### config.mk
export PLATFORM = sky130hd
export DESIGN_NAME = uart_tx_serialiser_flat
export DESIGN_NICKNAME = d
export VERILOG_FILES = /design/src/rtl/uart_pkg.sv /design/src/rtl/uart_tx_serialiser_if.sv /design/src/rtl/uart_bit_timer.sv /design/src/rtl/uart_tx_serialiser.sv /design/src/flat_wrapper.sv
export SDC_FILE = /design/constraint.sdc
export NUM_CORES = 1
export LEC_CHECK = 0
export ABC_CLOCK_PERIOD_IN_PS = 2200
export CELL_PAD_IN_SITES_DETAIL_PLACEMENT = 1
export CELL_PAD_IN_SITES_GLOBAL_PLACEMENT = 1
export CORE_UTILIZATION = 35
export DETAILED_ROUTE_END_ITERATION = 10
export GPL_ROUTABILITY_DRIVEN = 0
export PLACE_DENSITY = 0.79
export SETUP_SLACK_MARGIN = 0.05
export SYNTH_ARGS = -nofsm -noshare
export SYNTH_HDL_FRONTEND = slang
export SYNTH_HIERARCHICAL = 1
export SYNTH_SLANG_ARGS = --single-unit
### constraint.sdc
create_clock -name clk -period 2.2 [get_ports clk]
set_input_delay 0.44 -clock clk [delete_from_list [all_inputs] [get_ports clk]]
set_output_delay 0.44 -clock clk [all_outputs]
set_load 0.02 [all_outputs]
### src/rtl/uart_pkg.sv
// Shared UART definitions: frame state encoding, parity and stop-bit constants.
// Shared by the transmitter and the future receiver.
package uart_pkg;

  typedef enum logic [2:0] {
    StIdle,
    StStart,
    StData,
    StParity,
    StStop
  } uart_state_e;

  localparam logic ParityEven = 1'b0;
  localparam logic ParityOdd  = 1'b1;

  localparam logic StopOne = 1'b0;
  localparam logic StopTwo = 1'b1;

  // Narrower words are zero-extended by the caller, which leaves the XOR unchanged.
  function automatic logic parity_bit(input logic [8:0] data, input logic odd);
    return (^data) ^ odd;
  endfunction

endpackage

### src/rtl/uart_tx_serialiser_if.sv
// Upstream word handshake for the UART transmitter, with per-word frame settings.
// Parity settings exist only when UART_TX_PARITY_EN is defined.
interface uart_tx_serialiser_if #(
  parameter int unsigned W_DATA = 8
);

  logic              s_valid;
  logic [W_DATA-1:0] s_data;
  logic              s_ready;
  logic              two_stop;
`ifdef UART_TX_PARITY_EN
  logic              parity_en;
  logic              parity_odd;
`endif

`ifdef UART_TX_PARITY_EN
  modport master (
    output s_valid, s_data, two_stop, parity_en, parity_odd,
    input  s_ready
  );

  modport slave (
    input  s_valid, s_data, two_stop, parity_en, parity_odd,
    output s_ready
  );
`else
  modport master (
    output s_valid, s_data, two_stop,
    input  s_ready
  );

  modport slave (
    input  s_valid, s_data, two_stop,
    output s_ready
  );
`endif

endinterface

### src/rtl/uart_bit_timer.sv
// Counts tick strobes within one bit period; bit_done marks the OVERSAMPLE-th tick.
module uart_bit_timer #(
  parameter int unsigned OVERSAMPLE = 16
) (
  input  logic clk,
  input  logic rst_n,
  input  logic clr,
  input  logic tick,
  output logic bit_done
);

  localparam int unsigned W_CNT = $clog2(OVERSAMPLE);
  localparam logic [W_CNT-1:0] LastTick = W_CNT'(OVERSAMPLE - 1);

  logic [W_CNT-1:0] cnt_q;

  // clr wins over tick so a tick coinciding with word acceptance is not counted.
  assign bit_done = tick && !clr && (cnt_q == LastTick);

  always_ff @(posedge clk or negedge rst_n) begin
    if (!rst_n) begin
      cnt_q <= '0;
    end else if (clr) begin
      cnt_q <= '0;
    end else if (tick) begin
      cnt_q <= bit_done ? '0 : cnt_q + 1'b1;
    end
  end

endmodule

### src/rtl/uart_tx_serialiser.sv
// UART transmitter: start bit, W_DATA bits LSB-first, optional parity, one or two stop bits.
// Define UART_TX_PARITY_EN to add the parity bit and its per-word settings.
module uart_tx_serialiser
  import uart_pkg::*;
#(
  parameter int unsigned W_DATA     = 8,
  parameter int unsigned OVERSAMPLE = 16
) (
  input  logic                clk,
  input  logic                rst_n,
  input  logic                en,
  input  logic                tick,
  uart_tx_serialiser_if.slave s_if,
  output logic                tx,
  output logic                busy
);

  localparam int unsigned W_BCNT = $clog2(W_DATA);
  localparam logic [W_BCNT-1:0] LastBit = W_BCNT'(W_DATA - 1);

  uart_state_e       state_q;
  logic [W_DATA-1:0] shift_q;
  logic [W_BCNT-1:0] bit_cnt_q;
  logic              two_stop_q;
  logic              stop_cnt_q;
`ifdef UART_TX_PARITY_EN
  logic              parity_en_q;
  logic              parity_q;
`endif

  logic xfer;
  logic timer_clr;
  logic bit_done;

  assign s_if.s_ready = en && (state_q == StIdle);
  assign xfer         = s_if.s_valid && s_if.s_ready;
  assign timer_clr    = !en || (state_q == StIdle);

  uart_bit_timer #(
    .OVERSAMPLE(OVERSAMPLE)
  ) u_bit_timer (
    .clk     (clk),
    .rst_n   (rst_n),
    .clr     (timer_clr),
    .tick    (tick),
    .bit_done(bit_done)
  );

  always_ff @(posedge clk or negedge rst_n) begin
    if (!rst_n) begin
      state_q     <= StIdle;
      tx          <= 1'b1;
      busy        <= 1'b0;
      shift_q     <= '0;
      bit_cnt_q   <= '0;
      two_stop_q  <= StopOne;
      stop_cnt_q  <= 1'b0;
`ifdef UART_TX_PARITY_EN
      parity_en_q <= 1'b0;
      parity_q    <= 1'b0;
`endif
    end else if (!en) begin
      // Abort: drop the latched word and park the line idle.
      state_q     <= StIdle;
      tx          <= 1'b1;
      busy        <= 1'b0;
      shift_q     <= '0;
      bit_cnt_q   <= '0;
      stop_cnt_q  <= 1'b0;
    end else begin
      unique case (state_q)
        StIdle: begin
          if (xfer) begin
            state_q     <= StStart;
            tx          <= 1'b0;
            busy        <= 1'b1;
            shift_q     <= s_if.s_data;
            bit_cnt_q   <= '0;
            stop_cnt_q  <= 1'b0;
            two_stop_q  <= s_if.two_stop;
`ifdef UART_TX_PARITY_EN
            parity_en_q <= s_if.parity_en;
            parity_q    <= parity_bit(9'(s_if.s_data), s_if.parity_odd);
`endif
          end
        end
        StStart: begin
          if (bit_done) begin
            state_q <= StData;
            tx      <= shift_q[0];
          end
        end
        StData: begin
          if (bit_done) begin
            shift_q <= shift_q >> 1;
            if (bit_cnt_q == LastBit) begin
              bit_cnt_q <= '0;
`ifdef UART_TX_PARITY_EN
              if (parity_en_q) begin
                state_q <= StParity;
                tx      <= parity_q;
              end else begin
                state_q <= StStop;
                tx      <= 1'b1;
              end
`else
              state_q <= StStop;
              tx      <= 1'b1;
`endif
            end else begin
              bit_cnt_q <= bit_cnt_q + 1'b1;
              tx        <= shift_q[1];
            end
          end
        end
`ifdef UART_TX_PARITY_EN
        StParity: begin
          if (bit_done) begin
            state_q <= StStop;
            tx      <= 1'b1;
          end
        end
`endif
        StStop: begin
          if (bit_done) begin
            if (two_stop_q && !stop_cnt_q) begin
              stop_cnt_q <= 1'b1;
            end else begin
              state_q    <= StIdle;
              busy       <= 1'b0;
              stop_cnt_q <= 1'b0;
            end
          end
        end
        default: begin
          state_q <= StIdle;
          tx      <= 1'b1;
          busy    <= 1'b0;
        end
      endcase
    end
  end

endmodule
### src/flat_wrapper.sv
// flat-port wrapper written by rule: the top's interface ports become plain ports
module uart_tx_serialiser_flat import uart_pkg::*;
#(
  parameter int unsigned W_DATA     = 8,
  parameter int unsigned OVERSAMPLE = 16
)
  (clk, rst_n, en, tick, tx, busy, s_if_s_valid, s_if_s_data, s_if_two_stop, s_if_s_ready);
  uart_tx_serialiser_if #(.W_DATA(W_DATA)) s_if_i ();
  input  logic clk;
  input  logic rst_n;
  input  logic en;
  input  logic tick;
  output logic tx;
  output logic busy;
  input wire logic [$bits(s_if_i.s_valid)-1:0] s_if_s_valid;
  input wire logic [$bits(s_if_i.s_data)-1:0] s_if_s_data;
  input wire logic [$bits(s_if_i.two_stop)-1:0] s_if_two_stop;
  output wire logic [$bits(s_if_i.s_ready)-1:0] s_if_s_ready;
  assign s_if_i.s_valid = s_if_s_valid;
  assign s_if_i.s_data = s_if_s_data;
  assign s_if_i.two_stop = s_if_two_stop;
  assign s_if_s_ready = s_if_i.s_ready;
  uart_tx_serialiser #(.W_DATA(W_DATA), .OVERSAMPLE(OVERSAMPLE)) u_core (.clk(clk), .rst_n(rst_n), .en(en), .tick(tick), .s_if(s_if_i), .tx(tx), .busy(busy));
endmodule
* Word level (Yosys, flattened, before mapping) *
Index checks and enable logic that the tools add are counted.
Widths: inputs -> output; s select.

operators by class
  add/sub/neg operators = 2
  eq/ne operators = 15
  muxes and demuxes = 35
  reductions and logical operators = 18

operator list
  kind                 number
  $mux 3               11
  $mux 8               3
  $pmux 8 s2           1
  $mux 1               12
  $mux 4               3
  $ne 3x3->1 const B   4
  $pmux 3 s4           1
  $reduce_and 3->1     3
  $reduce_and 4->1     2
  $eq 3x3->1 const B   2
  $ne 3x1->1 const B   2
  $ne 3x2->1 const B   2
  $pmux 3 s2           1
  $reduce_and 6->1     1
  $logic_and 1x1->1    5
  $add 4x1->4 const B  1
  $eq 4x4->1 const B   1
  $ne 2x2->1 const B   2
  $pmux 1 s4           1
  $add 3x1->3 const B  1
  $eq 3x1->1 const B   1
  $eq 3x2->1 const B   1
  $logic_not 1->1      3
  $logic_not 3->1      1
  5 further kinds      5

word-level totals
  bits in registers = 22
  bits of input ports = 14
  output and inout port bits = 3

* Longest topological paths before layout *
  word-level depth = 8
  gate-level depth with buffers = 9
  gate-level depth less buffers = 6

* By module *
The synthesis kept the hierarchy.

modules (own cells, without submodules)
  module              instances  cells each  area an instance (µm²)  sequential area each (µm²)
  uart_tx_serialiser  1          91          1,021.0                 451.7
  uart_bit_timer      1          21          206.4                   100.1

* Worst setup path before layout *
Ideal clock, no wire load.

  path type = register to register
  from = register u_core.state_q[1]
  to = register u_core.bit_cnt_q[0]
  library setup time = 0.125 ns
  arrival = 2.263 ns
  data required time = 2.075 ns
  setup slack = -0.188 ns
  cell stages (with the launch flop) = 10
  path buffers = 3
  cells stage by stage = dfrtp_1 > buf_6 > or2_1 > clkbuf_1 > o21ai_0 > nor3b_1 > mux2_4 > a21boi_2 > buf_6 > mux2_4

on the way
  longest elaborated chain between the ends = 7
  elaborated cells between the ends (all ways) = 14
  those cells by class = eq/ne (4); mux (2); reduce/logical (8)

ends and longest elaborated chain
  element                         line                       source
  from (decl)                     uart_tx_serialiser.sv:21   uart_state_e state_q;
  from (signal assigned)          uart_tx_serialiser.sv:51   state_q <= StIdle;
  from (signal assigned)          uart_tx_serialiser.sv:64   state_q <= StIdle;
  from (signal assigned)          uart_tx_serialiser.sv:74   state_q <= StStart;
  $logic_not 3->1                 uart_tx_serialiser.sv:37   assign timer_clr = !en || (state_q == StIdle);
  $logic_or 1x1->1                uart_tx_serialiser.sv:37
  via u_core.timer_clr            uart_tx_serialiser.sv:32   logic timer_clr;
  $logic_not 1->1                 uart_bit_timer.sv:18       assign bit_done = tick && !clr && (cnt_q == LastTick);
  $logic_and 1x1->1 (2 in a row)  uart_bit_timer.sv:18
  via u_core.bit_done             uart_tx_serialiser.sv:33   logic bit_done;
  $ne 3x3->1 (no line)            -
  $reduce_and 3->1 (no line)      -
  to (signal assigned)            uart_tx_serialiser.sv:111  bit_cnt_q <= bit_cnt_q + 1'b1;
  to (decl)                       uart_tx_serialiser.sv:23   logic [W_BCNT-1:0] bit_cnt_q;

The timed path passes the listed nets, and every way through them passes these cells.
A chain may end at the register's enable or synchronous reset.

* Final worst setup path *
  from = register u_core.state_q[1]
  to = register u_core.shift_q[7]

on the way
  longest elaborated chain between the ends = 7
  elaborated cells between the ends (all ways) = 14
  those cells by class = eq/ne (4); mux (2); reduce/logical (8)

ends and longest elaborated chain
  element                         line                      source
  $logic_not 3->1                 uart_tx_serialiser.sv:37
  $logic_or 1x1->1                uart_tx_serialiser.sv:37
  via u_core.timer_clr            uart_tx_serialiser.sv:32
  $logic_not 1->1                 uart_bit_timer.sv:18
  $logic_and 1x1->1 (2 in a row)  uart_bit_timer.sv:18
  via u_core.bit_done             uart_tx_serialiser.sv:33
  $ne 3x3->1 (no line)            -
  $reduce_and 3->1 (no line)      -
  to (signal assigned)            uart_tx_serialiser.sv:77  shift_q <= s_if.s_data;
  to (signal assigned)            uart_tx_serialiser.sv:95  shift_q <= shift_q >> 1;
  to (decl)                       uart_tx_serialiser.sv:22  logic [W_DATA-1:0] shift_q;

The timed path passes the listed nets, and every way through them passes these cells.

==> flow_summary.yaml <==
status:
  status: "finished clean"
die:
  ios: 17
  core-area_um2: 3337
  die_y_um: 61.22
  num_rows: 21
  initial_core_util: 0.3678
  dieArea_um2: 3748
  die_w_um: 61.22
critical_path:
  critical-path-max-stage-delay_ps: 400
  reg2reg_slack_ps: 200
  reg2reg_to: "u_core/shift_q[7]$_DFFE_PN0P_"
  crit_required_ps: 2420
  startpoint_type: "register"
  critical_path_class: "reg2reg"
  worst_path_max_delay_cell: "dfrtp_1"
  path_cells: "or2_1 -> o21ai_4 -> nor3b_4 -> mux2_4 -> a21boi_2 -> mux2_2"
  end_kind: "register"
  r2r_start: "u_core/state_q[1]$_DFFE_PN0P_"
  path_max_fanout: 6
  cp.arrival_ps: 2220
  rr_worst_depth: 6
logic_synthesis:
  syn-cell-area_um2: 1227
  seq_area_frac_synth: 0.4495
  synth_warnings: 6
  synth.distinct_cells: 37
  syn_area_per_cell_um2: 10.96
  synth-edff-count: 0
  syn_nets: 129
  ys_ff_latch: 22
  synth_area_leaders: "dfrtp_1, mux2i_1, o2bb2ai_1"
  netlist.top_cell.by_area: "dfrtp_1"
  synth_top_area_frac: 0.4281
  ys.flop_type: "dfrtp_1"
  syn_inst: 112
  async_flop_share: 1.000
global_routing:
  antenna_found_initial: 0
  grt_max_degree: 23
  grt_pass1_wl_mm: 4.471
  grt_pass1_vias: 954
  grt_usage: 0.1679
  overflow: 0
route:
  drc: 0
  drt_wl_total_mm: 2.723
  vias: 941
  drt_iter0_drc: 12
  viasPerCell: 5.170
  first_pass_iters: 4
  ant_nets: 0
  wire_per_inst_um: 14.96
sta:
  fin_crit_sh: 0.9097
  finalSetupViolations: 0
  hold_viol: 0
  slew_violations: 0
  finalClockSkew_ps: 5.665
  fmax_mhz: 499.7
  max_slew_margin: 0.7796
  tightestPinTransition_ps: 330.6
  grt_setup_unrepaired: "false"
  tns_ps: 0
  period_needed_ps: 2001
layout:
  drive_above_1_share: 0.1985
  syn2layout_area_growth_pct: 24.97
  final_cell_area_um2: 1534
  fillCellCount: 376
  finalNonFillerCells: 182
  finalNetCount: 154
  antenna_cells: 0
  final_core_util: 0.4597
placement:
  portBuffers: 16
  dp.cells: 178
  dpl_cell_area_um2: 1499
  place_hpwl_mm: 1.997
clocking:
  cts_max_path_buffers: 2
  clkLatencyLatePin_ps: 310
  clkTransAtPathRegs_ps: 130
  clockRootBuffer: "clkbuf_4"
  htree_levels: 1
  cts_tree: "yes"
  cts.sinks: 22
  numCtsBuffers: 3
run:
  cap_violations: 0
power_and_ir_drop:
  vdd_drop_max_uv: 250.3
  p_leak_nw: 0.6460
  p_per_area_nw_per_um2: 521.0
  total_power_w: 0.0007992
worst_hold_path:
  hold_path_class: "in2async"
## metrics by stage
stage                     setup slack [ps]  hold slack (ps)
after CTS                            181.2            467.8
after global placement               46.50            471.5
after floorplan                      56.66            144.4
after global routing                 118.6            489.7
after detailed placement            -3.744            478.0
final                                198.7            456.4
## flip-flops by register name, indices dropped and copies added, names as in the netlist
name and count:
u_core/u_bit_timer/cnt_q 4, u_core/two_stop_q 1, u_core/shift_q 8, u_core/bit_cnt_q 3, u_core/state_q 3, u_core/busy 1
u_core/tx 1, u_core/stop_cnt_q 1
## area by class of cell
| type | count | area, µm² | share of cell area |
|---|---|---|---|
| clock buffers | 4 | 36.28 | 0.02365 |
| multi-input cells | 79 | 631.9 | 0.4119 |
| repair buffers | 27 | 241.5 | 0.1574 |
| inverters | 4 | 15.01 | 0.009788 |
| flip-flops and latches | 22 | 551.8 | 0.3597 |
| well taps | 46 | 57.56 | 0.03752 |
## cells in the final DEF (no fill, tap or decap), types with 2 or more instances in the layout
cell,netlist,routed
nand2_1,6,6
a21oi_1,4,4
or3_1,2,2
inv_1,4,4
mux2_2,2,2
dfrtp_1,21,21
nor2_1,5,5
clkdlybuf4s50_1,0,15
nand3b_1,2,2
o21ai_0,5,4
nor2b_1,3,3
o2bb2ai_1,7,7
buf_4,0,11
mux2_4,2,2
ha_1,3,3
clkbuf_4,0,3
nand3_1,3,3
o211ai_1,2,2
mux2i_1,14,14
and4bb_2,2,2
nor3_1,3,3
## worst max-delay path by stage
stage,depth (start not counted),slack [ps],from,end
4_1_cts,6,180,u_core/state_q[1]$_DFFE_PN0P_,u_core/shift_q[7]$_DFFE_PN0P_
5_1_grt,6,120,u_core/state_q[1]$_DFFE_PN0P_,u_core/shift_q[7]$_DFFE_PN0P_
3_3_place_gp,7,50,en,u_core/shift_q[7]$_DFFE_PN0P_
2_1_floorplan,9,60,u_core/state_q[1]$_DFFE_PN0P_,u_core/bit_cnt_q[0]$_DFFE_PN0P_
6_report,6,200,u_core/state_q[1]$_DFFE_PN0P_,u_core/shift_q[7]$_DFFE_PN0P_
3_5_place_dp,7,-4,en,u_core/shift_q[7]$_DFFE_PN0P_
## synthesized netlist by cell type (2+ instances only)
cell type   n
dfrtp_1    21
mux2i_1    14
o2bb2ai_1   7
nand2_1     6
nor2_1      5
o21ai_0     5
a21oi_1     4
inv_1       4
buf_6       3
ha_1        3
nand3_1     3
nor2b_1     3
nor3_1      3
and4bb_2    2
clkbuf_1    2
mux2_2      2
mux2_4      2
nand3b_1    2
o211ai_1    2
or3_1       2
## repair_timing
item / in CTS / in global routing
endpoints found under the hold margin: 0 / 0
buffers inserted: 0 / 0
hold buffers: 0 / 0
gates resized for setup: 1 / 0
setup endpoints to repair: 1 / 0
## kinds of logic after synthesis
logic type	after synthesis	share of synthesized area
AOI/OAI and AO/OA	25	0.1478
muxes	18	0.1570
adders and majority gates	3	0.03058
buffers and inverters	11	0.05402
xor gates and xnor gates	2	0.01427
DFF	22	0.4495
and+or+nand+nor	31	0.1468
## where the power goes
part | internal [W] | total, W | switching, W
combinational | 0.0000719 | 0.000133 | 0.0000608
sequential | 0.000424 | 0.000437 | 0.0000128
clock | 0.000101 | 0.000230 | 0.000129
## worst max-delay path, delay by kind of cell, from the launching register on
family,cells,cell delay [ps]
multiplexers,2,630
AO/OA/AOI/OAI,2,470
flip-flops,1,400
AND/OR/NAND/NOR,2,400
## metal layers
metal  routed length [µm]  share of wire  global-route usage  vias to the layer above
met5                    0              0                   0                        -
met4                   59          0.022             0.08766                        0
met1                 1244           0.46              0.2271                      467
met3                   77          0.028             0.01891                        4
met2                 1342           0.49              0.2655                       16
li1                     -              -                   -                      454
No activity file was read; power rests on OpenSTA's default activity.
